[src/rtl/alarm_timer_pkg.sv]
// Shared types and constants for the alarm countdown timer arbiter.
// Holds the FSM state, interval selectors and interval table defaults.
package alarm_timer_pkg;

   typedef enum logic {
      IDLE,
      COUNT
   } state_t;

   localparam logic [1:0] SEL_ARM    = 2'd0;
   localparam logic [1:0] SEL_DRIVER = 2'd1;
   localparam logic [1:0] SEL_PASS   = 2'd2;
   localparam logic [1:0] SEL_ALARM  = 2'd3;

   localparam logic [3:0] T_ARM_DELAY       = 4'd6;
   localparam logic [3:0] T_DRIVER_DELAY    = 4'd8;
   localparam logic [3:0] T_PASSENGER_DELAY = 4'd15;
   localparam logic [3:0] T_ALARM_ON        = 4'd10;

endpackage

[src/rtl/timer_arbiter_sec_prescaler.sv]
// Seconds prescaler: counts clock cycles 0..CLK_HZ-1 and flags the
// terminal count as a one-cycle tick.
module sec_prescaler #(
   parameter int CLK_HZ = 100_000_000
) (
   input  logic clock,
   input  logic reset,
   input  logic enable,
   input  logic clear,
   output logic tick
);

   localparam int W = (CLK_HZ > 1) ? $clog2(CLK_HZ) : 1;

   logic [W-1:0] cnt;

   assign tick = enable && (cnt == W'(CLK_HZ - 1));

   always_ff @(posedge clock or negedge reset) begin
      if (!reset) begin
         cnt <= '0;
      end else if (clear) begin
         cnt <= '0;
      end else if (enable) begin
         cnt <= tick ? '0 : cnt + W'(1);
      end
   end

endmodule

[src/rtl/timer_arbiter.sv]
// Shares one countdown timer among prioritised requesters with
// preemption, pending slots, cancellation and a programmable table.
module timer_arbiter
   import alarm_timer_pkg::*;
#(
   parameter int CLK_HZ = 100_000_000,
   parameter int NREQ   = 3
) (
   input  logic              clock,
   input  logic              reset,
   input  logic [NREQ-1:0]   start,
   input  logic [2*NREQ-1:0] sel,
   input  logic [NREQ-1:0]   cancel,
   input  logic              reprogram,
   input  logic [1:0]        prog_sel,
   input  logic [3:0]        prog_value,
   output logic [NREQ-1:0]   expired,
   output logic              busy,
   output logic [1:0]        owner,
   output logic [3:0]        remaining,
   output logic              one_hz_enable,
   output logic              half_hz_enable
);

   state_t          st, st_n;
   logic [1:0]      own, own_n;
   logic [3:0]      rem, rem_n;
   logic [NREQ-1:0] pend, pend_n;
   logic [1:0]      psel [NREQ];
   logic [1:0]      psel_n [NREQ];
   logic [3:0]      tbl [4];
   logic            half, half_n;
   logic [NREQ-1:0] exp_n;
   logic [NREQ-1:0] go, cand;
   logic            found, load, tick;
   int              gi;

   sec_prescaler #(
      .CLK_HZ (CLK_HZ)
   ) u_presc (
      .clock  (clock),
      .reset  (reset),
      .enable (st == COUNT),
      .clear  (load || st != COUNT),
      .tick   (tick)
   );

   always_comb begin
      st_n   = st;
      own_n  = own;
      rem_n  = rem;
      half_n = half;
      exp_n  = '0;
      psel_n = psel;
      load   = 1'b0;
      found  = 1'b0;
      gi     = 0;
      // a cancel in the same cycle suppresses that requester's start
      go     = start & ~cancel;
      pend_n = pend & ~cancel;
      cand   = (st == IDLE) ? (go | pend_n) : go;
      for (int i = 0; i < NREQ; i++) begin
         if (cand[i] && !found) begin
            found = 1'b1;
            gi    = i;
         end
      end
      if (found && (st == IDLE || 2'(gi) <= own)) begin
         load       = 1'b1;
         st_n       = COUNT;
         own_n      = 2'(gi);
         rem_n      = tbl[go[gi] ? sel[2*gi +: 2] : psel[gi]];
         half_n     = 1'b0;
         pend_n[gi] = 1'b0;
      end
      for (int i = 0; i < NREQ; i++) begin
         if (go[i] && !(load && gi == i)) begin
            pend_n[i] = 1'b1;
            psel_n[i] = sel[2*i +: 2];
         end
      end
      if (!load && st == COUNT) begin
         if (cancel[own]) begin
            st_n   = IDLE;
            own_n  = '0;
            rem_n  = '0;
            half_n = 1'b0;
         end else if (tick) begin
            half_n = ~half;
            if (rem == 4'd1) begin
               st_n       = IDLE;
               own_n      = '0;
               rem_n      = '0;
               half_n     = 1'b0;
               exp_n[own] = 1'b1;
            end else begin
               rem_n = rem - 4'd1;
            end
         end
      end
   end

   always_ff @(posedge clock or negedge reset) begin
      if (!reset) begin
         st      <= IDLE;
         own     <= '0;
         rem     <= '0;
         pend    <= '0;
         psel    <= '{default: '0};
         half    <= 1'b0;
         expired <= '0;
         tbl     <= '{T_ARM_DELAY, T_DRIVER_DELAY,
                      T_PASSENGER_DELAY, T_ALARM_ON};
      end else begin
         st      <= st_n;
         own     <= own_n;
         rem     <= rem_n;
         pend    <= pend_n;
         psel    <= psel_n;
         half    <= half_n;
         expired <= exp_n;
         if (reprogram && prog_value != 4'd0) begin
            tbl[prog_sel] <= prog_value;
         end
      end
   end

   assign busy           = (st == COUNT);
   assign owner          = own;
   assign remaining      = rem;
   assign one_hz_enable  = tick;
   assign half_hz_enable = half;

endmodule

[config.mk]
export PLATFORM = sky130hd
export DESIGN_NAME = timer_arbiter
export DESIGN_NICKNAME = d
export VERILOG_FILES = /design/src/rtl/alarm_timer_pkg.sv /design/src/rtl/timer_arbiter_sec_prescaler.sv /design/src/rtl/timer_arbiter.sv
export SDC_FILE = /design/constraint.sdc
export NUM_CORES = 1
export LEC_CHECK = 0
export BUFFER_PORTS_ARGS = -buffer_cell sky130_fd_sc_hd__buf_2
export CAP_MARGIN = 20
export CORE_UTILIZATION = 45
export CTS_CLUSTER_SIZE = 40
export DETAILED_ROUTE_END_ITERATION = 16
export GPL_TIMING_DRIVEN = 0
export PLACE_DENSITY = 0.64
export SYNTH_ARGS = -nofsm -noshare
export SYNTH_HDL_FRONTEND = slang
export SYNTH_SLANG_ARGS = --single-unit
[constraint.sdc]
create_clock -name clock -period 4 [get_ports clock]
set_clock_uncertainty 0.05 [all_clocks]
set_input_delay 0.2 -clock clock [delete_from_list [all_inputs] [get_ports clock]]
set_output_delay 0.2 -clock clock [all_outputs]
set_load 0.1 [all_outputs]
After elaboration in Yosys (flattened, before gate mapping) --
Index checks and enable logic that the tools add are counted.
Operators by class: $add $sub $neg 2, bitwise logic cells 11, $lt $le $gt $ge 9, equality and inequality tests 4, muxes and demuxes 57, shift-type cells 1, reduce and logical (&&, ||, !) cells 26
Operator list (number):
- $mux W27 | 3
- $eq A32 B2 Y1 const B | 1
- $eq A32 B3 Y1 const B | 1
- $ge A32 B1 Y1 const B | 1
- $ge A32 B3 Y1 const B | 1
- $logic_not A32 Y1 | 1
- $lt A32 B4 Y1 const B | 1
- $mux W32 | 1
- $mux W4 | 8
- $not A32 Y32 | 1
- $shiftx A6 B32 Y2 | 1
- $add A27 B1 Y27 const B | 1
- $eq A27 B27 Y1 const B | 1
- $mux W1 | 23
- $mux W3 | 6
- $bwmux W16 | 1
- $mux W2 | 8
- $logic_and A1 B1 Y1 | 15
- $and A3 B3 Y3 | 3
- $bmux W4 S2 | 1
- $demux W4 S2 | 1
- $ge A3 B3 Y1 const B | 2
- $logic_not A1 Y1 | 6
- $not A2 Y3 | 2
- 15 further kinds | 20
Word-level totals: flip-flop bits (word level) 63, output and inout bits 12, bits of input ports 21

Depth between registers and ports, before layout --
Gate-level depths: netlist of the first run.
depth after elaboration 24, gate-level depth with buffers 13, mapped depth without buffers 10

By module --
Synthesis of the first run repeated with hierarchy kept, for this count alone.
Second synthesis, totals: cell total of the unflattened synthesis 350, area, all modules 3548.4 sq um
Modules (own cells, without submodules):
- timer_arbiter | cells each 172, times used 1, sequential area each 912.1 sq um, area an instance 1939.4 sq um
- sec_prescaler | cells each 178, times used 1, sequential area each 675.6 sq um, area an instance 1609.0 sq um

Least setup slack after synthesis of the first run --
OpenSTA, ideal clock, no wires.
path type register to register, from register st, in the netlist busy, to register u_presc.cnt[10], data required time 3818 ps, setup time 132 ps, arrival time 3480 ps, period minus slack after synthesis 3662 ps, path slack 338 ps, stages on the path, launching flop included 8, cells stage by stage dfrtp_1 buf_6 nor4bb_1 nand3_1 nor4_4 nand3b_1 clkbuf_1 nor2_1
On the way: elaborated cells on any way between the ends 21, those cells by class order compare (1); mux (10); bitwise (1); reduce/logical (9)
RTL lines:
- from (decl) | RTL line timer_arbiter.sv:25 | state_t st, st_n;
- from (signal assigned) | RTL line timer_arbiter.sv:115 | st <= st_n;
- $logic_and A1 B1 Y1 | RTL line timer_arbiter_sec_prescaler.sv:17 | assign tick = enable && (cnt == W'(CLK_HZ - 1));
- net one_hz_enable | RTL line timer_arbiter.sv:21 | output logic one_hz_enable,
- $mux W27 | RTL line timer_arbiter_sec_prescaler.sv:25 | cnt <= tick ? '0 : cnt + W'(1);
- $mux W27 | RTL line timer_arbiter_sec_prescaler.sv:24 | end else if (enable) begin
- $mux W27 | RTL line timer_arbiter_sec_prescaler.sv:22 | end else if (clear) begin
- to (signal assigned) | RTL line timer_arbiter_sec_prescaler.sv:25
- to (decl) | RTL line timer_arbiter_sec_prescaler.sv:15 | logic [W-1:0] cnt;
The timed path passes the listed nets, and every way through them passes these cells. The select of a mux whose other input is x is not followed. A chain may end at the register's enable or synchronous reset.

Worst setup path after layout of the first run --
from register st, in the netlist busy, to register u_presc.cnt[17]
On the way: longest elaborated chain between the ends 14, elaborated cells on any way between the ends 21, those cells by class order compare (1); mux (10); bitwise (1); reduce/logical (9)
Ends and longest elaborated chain:
- $mux W3 | RTL line timer_arbiter.sv:61 | cand = (st == IDLE) ? (go | pend_n) : go;
- $mux W1 | RTL line timer_arbiter.sv:63 | if (cand[i] && !found) begin
- $logic_not A1 Y1 | RTL line timer_arbiter.sv:63
- $logic_and A1 B1 Y1 | RTL line timer_arbiter.sv:63
- $mux W1 | RTL line timer_arbiter.sv:63
- $logic_not A1 Y1 | RTL line timer_arbiter.sv:63
- $logic_and A1 B1 Y1 | RTL line timer_arbiter.sv:63
- $mux W32 | RTL line timer_arbiter.sv:63
- $le A2 B2 Y1 | RTL line timer_arbiter.sv:68 | if (found && (st == IDLE || 2'(gi) <= own)) begin
- $logic_or A1 B1 Y1 | RTL line timer_arbiter.sv:68
- $logic_and A1 B1 Y1 | RTL line timer_arbiter.sv:68
- $mux W1 | RTL line timer_arbiter.sv:68
- $logic_or A1 B1 Y1 | RTL line timer_arbiter.sv:44 | .clear (load || st != COUNT),
- $mux W27 or $reduce_bool A2 Y1 (tied branches)
Parallel ways exist; a longest one is shown, timed or not. The select of a mux whose other input is x is not followed.

==> metrics.md, run 1 <==
| Metric | Value |
|---|---|
| Run status | `finished, final reports clean` |
| Total gr overflow | `0` |
| Placement row count | `31` |
| CTS tree | `yes` |
| Clk_lat worst skew | `~0.34 ns` |
| Yosys warns | `0` |
| FF-to-FF Start | `busy` |
| Worst VDD drop | `~0.25 mV` |
| Final Max Tran Viols | `0` |
| Worst setup EP type | `flop` |
| Routed wire per std cell | `between 10 and 15 um` |
| Final Cycle Share | `0.800` |
| HP Start | `cancel[1]` |
| Synth cell count leaders | `dfrtp_1 (54), nor2_1 (51), mux2_2 (21), nand2_1 (21)` |
| WP data arrival | `3.35 ns` |
| Wire length of the first global-routing pass | `between 10000 and 15000 um` |
| DR vias | `2488` |
| Inserted Diodes | `0` |
| First drt pass iteration count | `4` |
| GRT Util Overall | `0.186` |
| Setup-failing EPs final | `0` |
| Ratio of cells with drive above 1 in the final layout | `0.255` |
| Final instance area | `0.00392 mm^2` |
| Syn nets | `around 350` |
| Cell Area, Synth | `0.00335 mm^2` |
| Routed Antenna Nets | `0` |
| Max-Cap Viols | `0` |
| Die height | `88.3 um` |
| Async set-or-reset flop fraction in the synthesized netlist | `1.00` |
| Initial Utilization | `0.464` |
| Nets@finish | `393` |
| Worst R2R Setup Slack | `0.80 ns` |
| Clock sinks | `63` |
| DR iter-0 viols | `approximately 160` |
| Port Buffer Count | `32` |
| Largest family of logic cells by synthesized area | `simple AND/OR/NAND/NOR gates` |
| Post-Synth Adder-Cell Area | `0.0187` |
| Routed WL | `6610 um` |
| Die ar. | `0.00779 mm^2` |
| Number of synthesized flops with an enable pin | `0` |
| Highest clock rate | `313 MHz` |
| Critical Path Start | `busy` |
| Critical R2R Capture | `u_presc.cnt[17]` |
| WL met1 | `around 3300 um` |
| Top post-synthesis cells by area | `dfrtp_1 (40%), dfstp_2 (7.1%), mux2_2 (7.1%)` |
| Pwr/cell area | `622 mW/mm^2` |
| GPL Wtd Cong | `~0.81` |
| Count leader, synth | `dfrtp_1` |
| I/O pin cnt | `33` |
| Core Box Area | `0.00721 mm^2` |
| Mux share of post-synthesis cell area | `0.102` |
| Compound-cell area share of the yosys netlist | `0.114` |
| Worst-Margin Slew | `0.807 ns` |
| Clock slew at reported path FFs | `0.08 ns` |
| Synth unique cells | `56` |
| PostCTS Resize Cnt | `0` |
| Highest metal used | `met4` |
| Post-synth top area share | `0.403` |
| Critical path type | `reg -> reg` |
| Top_reg_cell synth | `dfrtp_1` |
| RSZ-0062 raised after global routing | `no` |
| CTS buffer count | `9` |
| Drt via density | `between 5 and 6` |
| Die width | `roughly 88 um` |
| Worst r2r path cells | `14` |
| Static Leak | `about 0.0017 uW` |
| Crit path capture | `u_presc.cnt[17]` |
| H-tree depth | `3` |
| Post-route minimum period | `3.20 ns` |
| Worst setup SP type | `flop` |
| Root buffer cell | `clkbuf_8` |
| Final Hold Vio Count | `0` |
| HP Class | `in -> reg` |
| Max-slew headroom | `0.457` |
| Met2 WL | `between 2000 and 3000 um` |
| DP HPWL | `roughly 4800 um` |
| Setup TNS | `0 ns` |
| Vias in the first global route | `around 2400` |
| Post-synth top area cell | `dfrtp_1` |
| Layout Area Growth over Synthesis | `16.9%` |
| Seq/Total Area, Yosys | `0.474` |
| Mean post-synth cell area | `10.5 um^2` |
| Syn Inst Count | `320` |
| Clk buf depth | `2` |
| Post-Synth Simple-Gate Area | `0.202` |
| Dpl cell area | `0.00365 mm^2` |
| # DRC | `0` |
| Largest net degree at the start of global routing | `37` |
| DR WL met3 | `257 um` |
| Initial antenna violation count | `0` |
| Post-Synth XOR/XNOR Area | `0.0654` |
| Critical path required time | `4.15 ns` |
| Worst-path maximum fanout | `10` |
| #FFs+latches synth | `63` |
through the flow:
stage | util | setup WS, ns | std cells | power, uW | hold WS, ns
after floorplan | - | 0.338 | 320 | 1560 | -0.146
after global placement | 0.504 | 0.309 | 451 | 1740 | 0.379
after detailed placement | 0.506 | 0.305 | 452 | 1760 | 0.213
after CTS | 0.541 | 0.282 | 469 | 2430 | 0.0232
after global routing | 0.543 | 0.585 | 471 | 2580 | 0.0420
final | 0.543 | 0.800 | 471 | 2430 | 0.0384
worst min-delay path by stage:
stage / to / slack, ns / depth (start not counted)
final: pend[1] / 0.04 / 2
after global routing: pend[0] / 0.04 / 2
after CTS: pend[1] / 0.02 / 2
after detailed placement: psel[0] / 0.21 / 1
after global placement: pend[0] / 0.38 / 2
after floorplan: busy / -0.15 / 0
cells by family (layout without fill, tap and decap cells):
logic type / Yosys count / after routing
AOI/OAI and AO/OA: 46 / 46
xor gates and xnor gates: 25 / 25
adders and majority gates: 5 / 5
buffers and inverters: 17 / 69
DFF: 63 / 63
muxes: 31 / 31
and+or+nand+nor: 133 / 133
where the power goes:
part           total, uW  switching (uW)  internal [uW]  leakage (uW)
Sequential           855            90.4            764      0.000806
Combinational        920             611            309      0.000802
Clock                659             246            413      0.000120
placed cells by master (no fill, tap or decap), types with 7 or more instances in the layout:
| cell | instances |
|---|---|
| a21oi_1 | 8 |
| and3_1 | 7 |
| buf_2 | 33 |
| clkbuf_8 | 9 |
| dfrtp_1 | 54 |
| dfstp_2 | 9 |
| inv_1 | 13 |
| mux2_2 | 21 |
| mux2i_1 | 9 |
| nand2_1 | 21 |
| nand3_1 | 16 |
| nor2_1 | 51 |
| o21ai_0 | 7 |
| xnor2_1 | 9 |
| xor2_1 | 16 |
critical path: stages, from the launching register on:
cell      delay [ns]
dfrtp_1         0.42
buf_6           0.17
nor2b_4         0.05
o21bai_4        0.15
buf_6           0.17
nand2_1         0.12
nor2_1          0.22
ha_1            0.28
nor2b_1         0.13
o211ai_1        0.17
buf_4           0.16
o21ai_2         0.13
nand3b_1        0.36
clkbuf_1        0.39
nor2_1          0.10
cell type report:
class / count / area, um^2
fillers: 673 / 3300
multi-input cells: 240 / 1680
flip-flops and latches: 63 / 1590
repair buffers: 36 / 205
clock buffers: 10 / 128
well taps: 99 / 124
clock inverters: 6 / 109
inverters: 13 / 48.8
plain buffers: 4 / 31.3
registers in the layout, summed over array words and instances, names as in the netlist, 2 cells and up:
register     count
owner            2
pend             3
remaining        4
psel             6
tbl             16
u_presc.cnt     27
expired          3
layer usage:
metal | global-route usage | vias up
li1 | - | 1228
met1 | 0.266 | 1204
met2 | 0.280 | 45
met3 | 0.0373 | 11
met4 | 0.0704 | 0
met5 | 0 | -
what timing repair did:
action | CTS | global route
endpoints found under the setup margin | 0 | 8
setup buffers | 0 | 2
hold buffers | 1 | 0
hold endpoints to repair | 18 | 0
Note: power is estimated with default switching activity, not from simulation.
==> run 2: changes to the inputs <==
--- a/config.mk
+++ b/config.mk
@@ -5,13 +5,14 @@
 export SDC_FILE = /design/constraint.sdc
 export NUM_CORES = 1
 export LEC_CHECK = 0
+export ABC_AREA = 1
 export BUFFER_PORTS_ARGS = -buffer_cell sky130_fd_sc_hd__buf_2
 export CAP_MARGIN = 20
 export CORE_UTILIZATION = 45
 export CTS_CLUSTER_SIZE = 40
 export DETAILED_ROUTE_END_ITERATION = 16
 export GPL_TIMING_DRIVEN = 0
-export PLACE_DENSITY = 0.64
+export PLACE_DENSITY = 0.67
 export SYNTH_ARGS = -nofsm -noshare
 export SYNTH_HDL_FRONTEND = slang
 export SYNTH_SLANG_ARGS = --single-unit
==> constraint.sdc (replaced) <==
create_clock -name clock -period 2.8 [get_ports clock]
set_clock_uncertainty 0.05 [all_clocks]
set_input_delay 0.14 -clock clock [delete_from_list [all_inputs] [get_ports clock]]
set_output_delay 0.14 -clock clock [all_outputs]
set_load 0.1 [all_outputs]
==> run 2 against run 1 <==
Against the previous run: largest cell class unchanged; clock power increased by 5.5%; final area is 8.3% higher; non-clock buffer count increased by 4.
==> metrics.md, run 2 <==
| Metric | Value |
|---|---|
| Final Util | `0.543 (about the same)` |
| Max-slew headroom | `0.470 (+0.0128)` |
| DP HPWL | `5690 um (+19%)` |
| Register area | `0.00159 mm^2 (about the same)` |
| Routed WL | `7900 um (+20%)` |
| Worst r2r path cells | `19 (+5)` |
| Commonest non-fill, non-tap cells in the layout | `nand2_1 (88), dfrtp_1 (53), inv_1 (49)` |
| Inserted Diodes | `0 (unchanged)` |
| Largest net degree at the start of global routing | `64 (+73%)` |
| Top post-synthesis cells by area | `dfrtp_1 (37%), nand2_1 (9.1%), dfstp_2 (6.4%)` |
| Cell Area, Synth | `0.00368 mm^2 (+10%)` |
| H-tree depth | `3 (unchanged)` |
| DR iter-0 viols | `154 (-6.1%)` |
| Root buffer cell | `clkbuf_8` |
| Worst setup EP type | `flop` |
| Clock sinks | `63 (unchanged)` |
| Seq/Total Area, Yosys | `0.431 (-0.0430)` |
| First drt pass iteration count | `4 (unchanged)` |
| Initial Utilization | `0.472 (+0.00752)` |
| Psw | `1540 uW (+62%)` |
| Initial antenna violation count | `0 (unchanged)` |
| Worst-Margin Slew | `0.796 ns (-0.0117 ns)` |
| Die ar. | `0.00855 mm^2 (+9.7%)` |
| Pwr/cell area | `797 mW/mm^2 (+28%)` |
| Routed Antenna Nets | `0 (unchanged)` |
| GRT Util Overall | `0.203 (+0.0170)` |
| Setup-failing EPs final | `0 (unchanged)` |
| Worst setup SP type | `primary input` |
| Post-route minimum period | `around 2.6 ns` |
| Top_reg_cell synth | `dfrtp_1` |
| WP data arrival | `2.76 ns (-0.59 ns)` |
| Clock group share of total power | `0.206 (-0.065)` |
| Layout Area Growth over Synthesis | `15.1%` |
| I/O pin cnt | `33 (unchanged)` |
| Post-synth top area cell | `dfrtp_1` |
| Static Leak | `0.00203 uW (+18%)` |
| Total gr overflow | `0 (unchanged)` |
| # DRC | `0 (unchanged)` |
| Synth unique cells | `43 (-23%)` |
| Worst VDD drop | `0.299 mV (+19%)` |
| Sw Share | `0.455 (+0.0658)` |
| Vias in the first global route | `2895 (+22%)` |
| Highest clock rate | `387 MHz` |
| Nets@finish | `517 (+32%)` |
| Biggest register | `u_presc.cnt` |
| Critical Path Start | `cancel[2]` |
| Critical path required time | `2.97 ns (-1.18 ns)` |
| Multi-input logic area | `0.00185 mm^2 (+10%)` |
| Most used routing layer | `met2` |
| Crit path capture | `remaining[0]` |
| Port Buffer Count | `32 (unchanged)` |
| M1 GR Usage | `0.279 (+0.0131)` |
| Final Hold Vio Count | `0 (unchanged)` |
| Share of power burned in registers | `0.353 (+0.002)` |
| Hold WS | `0.0135 ns (-0.0249 ns)` |
| Top flop regs | `u_presc.cnt: 27 flops, tbl: 16 flops, psel: 6 flops` |
| Critical path type | `in -> reg` |
| Clk_lat worst skew | `0.34 ns (about the same)` |
| Critical R2R Capture | `remaining[0]` |
| Core Box Area | `0.00781 mm^2 (+8.2%)` |
| Clock slew at reported path FFs | `0.07 ns (about the same)` |
| Final Cycle Share | `0.924` |
| Worst R2R Setup Slack | `0.23 ns (-0.57 ns)` |
| DR vias | `3034 (+22%)` |
| Drt via density | `5.07 (-4.0%)` |
| Synth cell count leaders | `nand2_1 (89), dfrtp_1 (54), inv_1 (49)` |
| GRT met2 Usage | `0.320 (+0.0407)` |
| Max FFs per register | `27 (unchanged)` |
| HP Class | `in -> reg` |
| Worst-path maximum fanout | `8 (-2)` |
| Max-Cap Viols | `0 (unchanged)` |
| Syn Inst Count | `438 (+37%)` |
| Worst Setup Slack, final | `0.213 ns (-0.587 ns)` |
| Post-synth top area share | `0.367 (-0.0366)` |
| Async set-or-reset flop fraction in the synthesized netlist | `1.00 (unchanged)` |
| CTS buffer count | `9 (unchanged)` |
| Setup TNS | `0 ns (unchanged)` |
| RSZ-0062 raised after global routing | `no` |
| Final Max Tran Viols | `0 (unchanged)` |
| CTS tree | `yes` |
| Die width | `92.5 um (+4.8%)` |
| GPL Wtd Cong | `0.838 (+3.0%)` |
| Number of fill cells | `724 (+7.6%)` |
| Met3 GRT Util | `0.0427 (+0.00538)` |
| Post-Place Setup Slack | `0.0863 ns (-0.219 ns)` |
| Clk buf depth | `2 (unchanged)` |
| #FFs+latches synth | `63 (unchanged)` |
| Placement row count | `32 (+3.2%)` |
| Number of synthesized flops with an enable pin | `0 (unchanged)` |
| Mean post-synth cell area | `8.41 um^2 (-20%)` |
| Combinational share of power | `0.441 (+0.063)` |
| Wire length of the first global-routing pass | `13600 um (+23%)` |
| Yosys warns | `0 (unchanged)` |
| Die height | `92.5 um (+4.8%)` |
| Ratio of cells with drive above 1 in the final layout | `0.252 (-0.00336)` |
| FF-to-FF Start | `busy` |
| Count leader, synth | `nand2_1` |
| Internal power | `1840 uW (+24%)` |
| Run status | `finished, final reports clean` |
| Routed wire per std cell | `13.2 um (-5.8%)` |
| Commonest non-fill, non-tap cell in the layout | `nand2_1` |
| Syn nets | `464 (+34%)` |
[run 2: cell types whose count changed in the layout (fill, tap and decap cells not counted), moves of 9 or more]
cell	before	now
mux2i_1	9	0
mux2_2	21	3
inv_1	13	49
nand2_1	21	88
nand2_4	0	11
nand2_2	0	10
o21ai_0	7	26
nand3_1	16	35
nor2_1	51	37
[run 2: worst max-delay path, stage by stage]
cell,delay (ns)
dlygate4sd3_1,0.53
buf_2,0.14
clkinv_1,0.06
nand2_1,0.09
o21ai_4,0.19
inv_2,0.10
nor2_8,0.17
ha_1,0.26
a21oi_1,0.14
a21oi_1,0.06
nand2_2,0.11
nand2_4,0.09
nand2_2,0.12
nor2_4,0.06
a21oi_2,0.16
nand2_2,0.08
o21ai_1,0.08
clkinv_1,0.07
nand2_1,0.06
nand2_1,0.04
[run 2: logic make-up (layout without fill, tap and decap cells)]
group	count (synthesis)	after routing	share of synthesized area
muxes	3	3	0.00917
DFF	63	63	0.431
xor gates and xnor gates	17	17	0.0404
buffers and inverters	63	121	0.0686
adders and majority gates	5	5	0.0170
AOI/OAI and AO/OA	53	53	0.0836
and+or+nand+nor	234	234	0.350
[run 2: worst min path at each step]
| stage | startpoint | endpoint | slack [ns] | cells past startpoint |
|---|---|---|---|---|
| after CTS | start[1] | pend[1] | 0.004 | 3 |
| after detailed placement | reset | u_presc.cnt[23] | 0.24 | 1 |
| after global routing | start[1] | pend[1] | 0.02 | 3 |
| after global placement | cancel[2] | expired[2] | 0.31 | 2 |
| final | start[1] | pend[1] | 0.01 | 3 |
| after floorplan | reset | busy | -0.21 | 0 |
[run 2: layout make-up]
| class | instances | share of cell area |
|---|---|---|
| inverters | 61 | 0.0558 |
| plain buffers | 2 | 0.00443 |
| flip-flops and latches | 63 | 0.375 |
| well taps | 102 | 0.0301 |
| multi-input cells | 312 | 0.437 |
| repair buffers | 42 | 0.0584 |
| clock inverters | 4 | 0.00531 |
| clock buffers | 12 | 0.0342 |
[run 2: per-stage QoR]
stage	cell area, um^2	cells	total power, uW
after global placement	3970	572	2600
after global routing	4240	598	3610
final	4240	598	3380
after floorplan	3680	438	2320
after CTS	4180	592	3340
after detailed placement	3980	572	2630
[run 2: power by group through the flow]
stage / sequential (uW) / combinational [uW] / clock [uW]
floorplan: 1510 / 813 / 0
global placement: 1200 / 1400 / 0
detailed placement: 1210 / 1430 / 0
CTS: 1190 / 1440 / 712
global route: 1220 / 1640 / 758
finish: 1190 / 1490 / 695
[run 2: routing by layer]
metal / wire length [um] / part of all wire / up-vias
li1: - / - / 1540
met1: 3900 / 0.49 / 1432
met2: 3630 / 0.46 / 51
met3: 250 / 0.032 / 11
met4: 115 / 0.015 / 0
met5: 0 / 0 / -
[run 2: timing repair]
item | 4_1_cts | 5_1_grt
gates resized for setup | 0 | 3
buffers inserted | 0 | 6
setup endpoints to repair | 0 | 7
hold buffers | 4 | 0
endpoints found under the hold margin | 57 | 0
